### config.mk
export PLATFORM = sky130hd
export DESIGN_NAME = cordic_req_arbiter
export DESIGN_NICKNAME = d
export VERILOG_FILES = /design/src/rtl/cordic_req_arbiter_pkg.sv /design/src/rtl/cordic_req_arbiter_rr_grant.sv /design/src/rtl/cordic_req_arbiter.sv
export SDC_FILE = /design/constraint.sdc
export NUM_CORES = 1
export LEC_CHECK = 0
export ABC_AREA = 1
export ABC_CLOCK_PERIOD_IN_PS = 4900
export CORE_MARGIN = 2
export CORE_UTILIZATION = 43
export DETAILED_ROUTE_END_ITERATION = 8
export PLACE_DENSITY = 0.91
export SLEW_MARGIN = 20
export SYNTH_ARGS = -nofsm -noshare
export SYNTH_HDL_FRONTEND = slang
export SYNTH_HIERARCHICAL = 1
export SYNTH_SLANG_ARGS = --single-unit
### constraint.sdc
create_clock -name clk_i -period 4.9 [get_ports clk_i]
set_clock_uncertainty 0.15 [all_clocks]
set_input_delay 0.98 -clock clk_i [delete_from_list [all_inputs] [get_ports clk_i]]
set_output_delay 0.98 -clock clk_i [all_outputs]
set_load 0.02 [all_outputs]
### src/rtl/cordic_req_arbiter_pkg.sv
// Shared settings for the CORDIC request arbiter: widths, timeout default and state encoding.
`ifndef P_DATA_WIDTH
`define P_DATA_WIDTH 32
`endif

package cordic_req_arbiter_pkg;

    localparam int unsigned CRA_DATA_WIDTH  = `P_DATA_WIDTH;
    localparam int unsigned CRA_TIMEOUT_CYC = 64;

    typedef enum logic [1:0] {
        ST_IDLE = 2'd0,
        ST_RUN  = 2'd1,
        ST_RESP = 2'd2
    } arb_state_e;

endpackage

### src/rtl/cordic_req_arbiter_rr_grant.sv
// Combinational round-robin picker: first requester after ptr_i (modulo N_REQ) wins.
module cordic_req_arbiter_rr_grant #(
    parameter int unsigned N_REQ = 4,
    parameter int unsigned ID_W  = $clog2(N_REQ)
) (
    input  logic [N_REQ-1:0] req_i,
    input  logic [ID_W-1:0]  ptr_i,
    output logic [N_REQ-1:0] grant_o,
    output logic [ID_W-1:0]  idx_o,
    output logic             any_o
);

    // Search ptr+1, ptr+2, ... wrapping at N_REQ; first set request is granted.
    always_comb begin
        int unsigned cand;
        logic [ID_W-1:0] cand_idx;
        grant_o  = '0;
        idx_o    = '0;
        any_o    = 1'b0;
        cand     = 0;
        cand_idx = '0;
        for (int unsigned off = 1; off <= N_REQ; off++) begin
            cand = 32'(ptr_i) + off;
            if (cand >= N_REQ) begin
                cand = cand - N_REQ;
            end
            cand_idx = ID_W'(cand);
            if (!any_o && req_i[cand_idx]) begin
                any_o             = 1'b1;
                grant_o[cand_idx] = 1'b1;
                idx_o             = cand_idx;
            end
        end
    end

endmodule

### src/rtl/cordic_req_arbiter.sv
// Shares one CORDIC engine among N_REQ requesters: round-robin grant, CE sequencing,
// result capture with requester tag, and a watchdog that turns a stuck engine into an error response.
module cordic_req_arbiter
    import cordic_req_arbiter_pkg::*;
#(
    parameter int unsigned N_REQ       = 4,
    parameter int unsigned DATA_WIDTH  = CRA_DATA_WIDTH,
    parameter int unsigned ID_W        = $clog2(N_REQ),
    parameter int unsigned TIMEOUT_CYC = CRA_TIMEOUT_CYC
) (
    input  logic                          clk_i,
    input  logic                          rst_n_i,
    input  logic [N_REQ-1:0]              req_valid_i,
    input  logic [N_REQ*DATA_WIDTH-1:0]   req_angle_i,
    output logic [N_REQ-1:0]              req_ready_o,
    output logic                          rsp_valid_o,
    input  logic                          rsp_ready_i,
    output logic [ID_W-1:0]               rsp_id_o,
    output logic [DATA_WIDTH-1:0]         rsp_cos_o,
    output logic [DATA_WIDTH-1:0]         rsp_sin_o,
    output logic                          rsp_err_o,
    output logic                          cordic_ce_o,
    output logic [DATA_WIDTH-1:0]         cordic_z_o,
    input  logic                          cordic_done_i,
    input  logic [DATA_WIDTH-1:0]         cordic_cos_i,
    input  logic [DATA_WIDTH-1:0]         cordic_sin_i,
    output logic                          busy_o
);

    localparam int unsigned TMR_W = $clog2(TIMEOUT_CYC);

    arb_state_e             state_q;
    logic [ID_W-1:0]        rr_ptr_q;
    logic [TMR_W-1:0]       timer_q;
    logic                   ce_q;
    logic [DATA_WIDTH-1:0]  z_q;
    logic                   rsp_valid_q;
    logic [ID_W-1:0]        rsp_id_q;
    logic [DATA_WIDTH-1:0]  rsp_cos_q;
    logic [DATA_WIDTH-1:0]  rsp_sin_q;
    logic                   rsp_err_q;

    logic [N_REQ-1:0]       gnt_onehot;
    logic [ID_W-1:0]        gnt_idx;
    logic                   gnt_any;
    logic [DATA_WIDTH-1:0]  win_angle;
    logic                   timeout_hit;

    cordic_req_arbiter_rr_grant #(
        .N_REQ (N_REQ),
        .ID_W  (ID_W)
    ) u_rr_grant (
        .req_i   (req_valid_i),
        .ptr_i   (rr_ptr_q),
        .grant_o (gnt_onehot),
        .idx_o   (gnt_idx),
        .any_o   (gnt_any)
    );

    // Select the winning requester's angle slice.
    always_comb begin
        win_angle = '0;
        for (int unsigned i = 0; i < N_REQ; i++) begin
            if (gnt_idx == ID_W'(i)) begin
                win_angle = req_angle_i[i*DATA_WIDTH +: DATA_WIDTH];
            end
        end
    end

    assign timeout_hit = (timer_q == TMR_W'(TIMEOUT_CYC - 1));

    // Job sequencer: IDLE grants, RUN drives CE and waits for DONE or timeout, RESP holds the result.
    always_ff @(posedge clk_i or negedge rst_n_i) begin
        if (!rst_n_i) begin
            state_q     <= ST_IDLE;
            rr_ptr_q    <= ID_W'(N_REQ - 1);
            timer_q     <= '0;
            ce_q        <= 1'b0;
            z_q         <= '0;
            rsp_valid_q <= 1'b0;
            rsp_id_q    <= '0;
            rsp_cos_q   <= '0;
            rsp_sin_q   <= '0;
            rsp_err_q   <= 1'b0;
        end else begin
            case (state_q)
                ST_IDLE: begin
                    if (gnt_any) begin
                        z_q      <= win_angle;
                        rsp_id_q <= gnt_idx;
                        rr_ptr_q <= gnt_idx;
                        timer_q  <= '0;
                        ce_q     <= 1'b1;
                        state_q  <= ST_RUN;
                    end
                end
                ST_RUN: begin
                    timer_q <= timer_q + 1'b1;
                    if (cordic_done_i) begin
                        rsp_cos_q   <= cordic_cos_i;
                        rsp_sin_q   <= cordic_sin_i;
                        rsp_err_q   <= 1'b0;
                        rsp_valid_q <= 1'b1;
                        ce_q        <= 1'b0;
                        state_q     <= ST_RESP;
                    end else if (timeout_hit) begin
                        rsp_cos_q   <= '0;
                        rsp_sin_q   <= '0;
                        rsp_err_q   <= 1'b1;
                        rsp_valid_q <= 1'b1;
                        ce_q        <= 1'b0;
                        state_q     <= ST_RESP;
                    end
                end
                ST_RESP: begin
                    if (rsp_ready_i) begin
                        rsp_valid_q <= 1'b0;
                        state_q     <= ST_IDLE;
                    end
                end
                default: begin
                    ce_q        <= 1'b0;
                    rsp_valid_q <= 1'b0;
                    state_q     <= ST_IDLE;
                end
            endcase
        end
    end

    // Accept strobe is only offered while idle; grant already implies the request is valid.
    assign req_ready_o = (state_q == ST_IDLE) ? gnt_onehot : '0;
    assign busy_o      = (state_q != ST_IDLE);

    assign cordic_ce_o = ce_q;
    assign cordic_z_o  = z_q;
    assign rsp_valid_o = rsp_valid_q;
    assign rsp_id_o    = rsp_id_q;
    assign rsp_cos_o   = rsp_cos_q;
    assign rsp_sin_o   = rsp_sin_q;
    assign rsp_err_o   = rsp_err_q;

endmodule

---- Yosys cells after proc, flatten, opt, wreduce, memory -nomap -nowiden ----
Index checks and enable logic that the tools add are counted.
word-level totals
  input port bits ......................... 200
  register bits after elaboration ......... 111
operators by class
  bitwise logic cells ..................... 5
  muxes and demuxes ....................... 56
  add/sub/neg operators ................... 9
  order comparisons ....................... 12
  equality and inequality tests ........... 9
  reduce and logical (&&, ||, !) cells .... 21
operators by type and width
  operator                                                                              number
  32-bit two-way mux                                                                    7
  2-bit two-way mux                                                                     12
  4-bit two-way mux                                                                     5
  1-bit two-way mux                                                                     19
  2-bit by 3-bit less-than comparator with 1-bit output (second input constant)         4
  4-bit OR                                                                              3
  6-bit case mux with 2 select lines                                                    1
  3-bit greater-or-equal comparator (second input constant)                             3
  3-bit AND reduction                                                                   3
  1-bit binary-select mux with 2-bit select                                             4
  1-bit demux with 2-bit select                                                         4
  2-bit by 1-bit greater-or-equal comparator with 1-bit output (second input constant)  4
  2-bit by 1-bit subtractor with 2-bit output (second input constant)                   4
  1-bit logical AND                                                                     7
  2-bit by 2-bit adder with 3-bit output (second input constant)                        2
  6-bit by 1-bit adder with 6-bit output (second input constant)                        1
  2-bit == test (second input constant)                                                 3
  6-bit == test (second input constant)                                                 1
  6-bit two-way mux                                                                     1
  1-bit case mux with 3 select lines                                                    2
  2-bit case mux with 3 select lines                                                    1
  2-bit AND reduction                                                                   3
  2-bit nonzero test                                                                    3
  2-bit by 3-bit adder with 4-bit output (second input constant)                        1
  8 further kinds                                                                       14

---- Logic depth before layout (Yosys ltp) ----
  depth in word-level cells ............... 20
  depth in mapped cells ................... 17
  gate-level depth less buffers ........... 15

---- By module ----
The synthesis kept the hierarchy.
modules (own cells, without submodules)
  module                       seq. area each (um^2)  area each (um^2)  cells an instance  instances
  cordic_req_arbiter           2780.2                 5246.3            708                1
  cordic_req_arbiter_rr_grant  0.0                    457.9             74                 1

---- Worst setup path after synthesis ----
Ideal clock, no wire load.
  path kind ............................... input -> output
  start ................................... input port req_valid_i[1]
  end ..................................... output port req_ready_o[0]
  slack ................................... 1.858 ns
  data arrival time ....................... 1.912 ns
  buffers on the path ..................... 0
  required time ........................... 3.770 ns
  stages on the path ...................... 9
  cell sequence ........................... nand2_1 nand3_1 nand2_4 inv_4 nor2_8 nand3_1 nand3_1 inv_1 nor2_1
between the ends
  word-level cells in the longest chain between the ends .. 13
  elaborated cells between the ends (all ways) .. 25
  classes of those cells .................. mux (16); bitwise (3); reduce/logical (6)
RTL lines
  what                                       line                               RTL
  from (decl)                                cordic_req_arbiter.sv:13           input logic [N_REQ-1:0] req_valid_i,
  1-bit binary-select mux with 2-bit select  cordic_req_arbiter_rr_grant.sv:28  if (!any_o && req_i[cand_idx]) begin
  1-bit two-way mux (implied by the code)    cordic_req_arbiter_rr_grant.sv:28
  1-bit two-way mux                          cordic_req_arbiter_rr_grant.sv:28
  1-bit zero test                            cordic_req_arbiter_rr_grant.sv:28
  1-bit logical AND                          cordic_req_arbiter_rr_grant.sv:28
  1-bit two-way mux                          cordic_req_arbiter_rr_grant.sv:28
  1-bit zero test                            cordic_req_arbiter_rr_grant.sv:28
  1-bit logical AND                          cordic_req_arbiter_rr_grant.sv:28
  1-bit two-way mux                          cordic_req_arbiter_rr_grant.sv:28
  1-bit zero test                            cordic_req_arbiter_rr_grant.sv:28
  1-bit logical AND                          cordic_req_arbiter_rr_grant.sv:28
  4-bit two-way mux *                        cordic_req_arbiter_rr_grant.sv:28
  net gnt_onehot[0]                          cordic_req_arbiter.sv:43           logic [N_REQ-1:0] gnt_onehot;
  4-bit two-way mux *                        cordic_req_arbiter.sv:131          assign req_ready_o = (state_q == ST_IDLE) ? gnt_onehot : '0;
  to (decl)                                  cordic_req_arbiter.sv:15           output logic [N_REQ-1:0] req_ready_o,
Mark *: on every way through the listed nets, which the timed path passes. The rest lies on a longest branch. The select of a mux whose other input is x is not followed.

---- Worst setup path in the final report ----
  start ................................... register rr_ptr_q[0]
  end ..................................... output port req_ready_o[0]
between the ends
  word-level cells in the longest chain between the ends .. 16
  elaborated cells between the ends (all ways) .. 61
  classes of those cells .................. add/sub (8); order compare (12); mux (28); bitwise (3); reduce/logical (10)
RTL lines
  what                                                                             line                               RTL
  from (decl)                                                                      cordic_req_arbiter.sv:33           logic [ID_W-1:0] rr_ptr_q;
  from (signal assigned)                                                           cordic_req_arbiter.sv:76           rr_ptr_q <= ID_W'(N_REQ - 1);
  from (signal assigned)                                                           cordic_req_arbiter.sv:91           rr_ptr_q <= gnt_idx;
  branches (longest 14 deep; another with 2-bit by 1-bit adder with 3-bit output)  --
  4-bit two-way mux *                                                              cordic_req_arbiter_rr_grant.sv:28
  net gnt_onehot[0]                                                                cordic_req_arbiter.sv:43
  4-bit two-way mux *                                                              cordic_req_arbiter.sv:131
Mark *: on every way through the listed nets, which the timed path passes. The select of a mux whose other input is x is not followed.

==> flow_metrics.tcl <==
set metrics [dict create \
    cts_tree "done" \
    ys_seq_area_frac 0.487 \
    detailroute.via_count 6079 \
    synth_compound_gate_area_share 0.0307 \
    peak_supply_drop_v 0.000652 \
    post-route-util 0.700 \
    syn-cell-area_mm2 0.00570 \
    whs_endpoint "rsp_sin_o[20]" \
    synth_xor_area_frac 0 \
    avgViaCountPerCell 4.84 \
    nets 1284 \
    routed_wire_length_per_instance_um 14.5 \
    power_leakage_uw 0.00436 \
    report.final.hold_viol_count 0 \
    number_of_buffers_inserted_by_port_buffering 305 \
    worst_hold_path.num_cells 2 \
    routabilityCongestion 0.903 \
    drtIter0Drc 379 \
    setup_repair_after_global_routing_missed_its_margin "false" \
    io-pin-count 306 \
    cts_made_buffers 9 \
    fp.coreArea_mm2 0.0131 \
    final_critical_path_setup_slack_ns 0.801 \
    total_wire_length_um 18300 \
    gr-usage-all-layers 0.254 \
    synth.mux.area_fraction 0 \
    timing_worst_setup_path_type "reg -> out" \
    overall_die_area_mm2 0.0142 \
    cp.required_ns 3.77 \
    detail_route.drc_violations 0 \
    yosys_warnings 6 \
    drtPass1Iterations 5 \
    place.detailed.instances 1240 \
    arrival_ns 2.97 \
    pre_cts_setup_slack_ns 0.843 \
    clock_sinks 111 \
    ys_seq_elements 111 \
    post-synth-top-area-fraction 0.478 \
    rr_endpoint "cordic_z_o[0]" \
    hold_path.startpoint "rsp_sin_o[20]" \
    worst_skew_pair.late_latency_ns 0.34 \
    critical_path.reg2reg.startpoint "rr_ptr_q[0]" \
    synthesized_nets 991 \
    clkTransAtPathRegs_ns 0.08 \
    cts-htree-levels 3 \
    worst_hold_slack_ns 0.322 \
    post_synth_simple_gate_area 0.409 \
    die_h_um 119 \
    tns_ns 0 \
    cts_resized 0 \
    report.final.slew_viol_count 0 \
    pwr_density_mw_per_mm2 736 \
    final_cell_count_no_fill 1256 \
    setup.reg_to_reg.worst_slack_ns 1.54 \
    min_period_ns 4.10 \
    grt_pass1_vias 5942 \
    timing.reg2reg.worst_path_depth 14 \
    synth_unique_cells 27 \
    postSynthAreaPerCell_um2 7.29 \
    grt_max_degree 53 \
    synth_fa_ha_area_frac 0.0197 \
    floorplan.initialDensity 0.436 \
    clk_root_buffer_cell "clkbuf_16" \
    post_route_cells_drive_above_1_share 0.0630 \
    setup_viol 0 \
    area_growth_pct 60.5 \
    placementRows 42 \
    finalCritPeriodShare 0.837 \
    kind_of_start_point_of_the_critical_path "flip-flop" \
    maxClockFrequency_mhz 244 \
    tightestPinTransition_ns 0.886 \
    antenna_found_initial 0 \
    path_max_fanout 10 \
    worstSetupEndpointType "output pin" \
    synth_cells 782 \
    maxCapViolations 0 \
    grt_pass1_wl_um 28800 \
    synth_top_cells_by_area "dfrtp_1 (48%), nand2_1 (25%), nor2_1 (6.2%), nand3_1 (4.5%), nand2_2 (2.2%)" \
    dieWidth_um 119 \
    hold_crit_path_type "reg -> reg" \
    ant_nets 0 \
    slew-limit-headroom 0.407 \
    diodes 0 \
    main_combinational_cell_family_by_area_after_synthesis "simple AND/OR/NAND/NOR gates" \
    netlist.top_cell.by_area "dfrtp_1" \
    post_detailed_placement_half_perimeter_wirelength_um 14100 \
    hold_buffers 0 \
    result_of_the_run "complete, no violations" \
    cts_buffer_depth 2 \
    cts_setup_buffers 0 \
    globalRouteOverflowTotal 0 \
]
[worst max-delay path, stage by stage (launching register included)]
cell and delay (ns):
dfstp_2 0.66, inv_2 0.16, ha_1 0.37, inv_1 0.10
nand2_2 0.13, nand2_2 0.08, nor2_2 0.18, a21oi_1 0.11
nand3_1 0.08, inv_1 0.04, nor2_1 0.09, clkdlybuf4s50_1 0.61
[cells by family (layout without fill, tap and decap cells)]
family / after synthesis / after routing
DFF: 111 / 111
AOI/OAI and AO/OA: 32 / 32
buffers and inverters: 60 / 358
adders and majority gates: 9 / 9
and+or+nand+nor: 570 / 570
[report_power, final]
| part | total (uW) | switching (uW) | internal, uW |
|---|---|---|---|
| sequential | 1630 | 252 | 1380 |
| combinational | 4360 | 2670 | 1680 |
| clock | 750 | 344 | 406 |
| total | 6740 | 3270 | 3470 |
[final cells by class]
| type | count | area [um2] |
|---|---|---|
| Clock buffer | 10 | 229 |
| Clock inverter | 6 | 77.6 |
| Fill cell | 1022 | 3930 |
| Inverter | 27 | 104 |
| Multi-Input combinational cell | 611 | 2620 |
| Sequential cell | 111 | 2780 |
| Tap cell | 176 | 220 |
| Timing Repair Buffer | 315 | 3130 |
[metal layers]
layer  wire length (um)  vias up  part of all wire  global-route usage
met5                  0        -                 0                   0
met4                815        0             0.045               0.115
met3               1180       49             0.064              0.0541
met2               9150      227              0.50               0.454
met1               7120     2811              0.39               0.291
li1                   -     2992                 -                   -
[registers in the layout, summed over array words and instances, names as in the netlist, 2 cells and up]
register,count
cordic_z_o,32
rsp_cos_o,32
rsp_sin_o,32
timer_q,6
rr_ptr_q,2
rsp_id_o,2
state_q,2
[per-stage QoR]
stage / instance area [um2] / power, uW
after floorplan: 5700 / 4360
after global placement: 8850 / 5890
after detailed placement: 8850 / 6000
after CTS: 9160 / 6770
after global routing: 9160 / 7310
final: 9160 / 6740
[worst max-delay path by stage]
stage | start | end | slack, ns | cells past startpoint
finish | rr_ptr_q[0] | req_ready_o[0] | 0.80 | 11
global route | rr_ptr_q[0] | req_ready_o[1] | 0.63 | 11
CTS | req_valid_i[1] | req_ready_o[0] | 0.84 | 10
detailed placement | req_valid_i[1] | req_ready_o[0] | 0.84 | 10
global placement | req_valid_i[1] | req_ready_o[1] | 0.89 | 10
floorplan | req_valid_i[1] | req_ready_o[0] | 1.86 | 9
[Yosys cell counts, drive strengths merged]
master / count
nand2: 408
clkbuf: 2
dfrtp: 109
a21oi: 7
nand4: 6
ha: 9
nand3: 53
a31oi: 1
o21ai: 20
inv: 27
nor3: 1
buf: 31
nor2: 102
dfstp: 2
a21boi: 4
[cells in the final DEF (no fill, tap or decap), types with 4 or more instances in the layout]
cell type / n
nand2_1: 387
clkdlybuf4s50_1: 304
dfrtp_1: 109
nor2_1: 94
nand3_1: 51
nand2_2: 20
o21ai_0: 20
inv_1: 19
buf_4: 11
ha_1: 9
clkbuf_16: 9
inv_2: 7
a21oi_1: 6
nand4_1: 6
nor2_2: 5
a21boi_0: 4
Power figures use the tool's default switching activity.
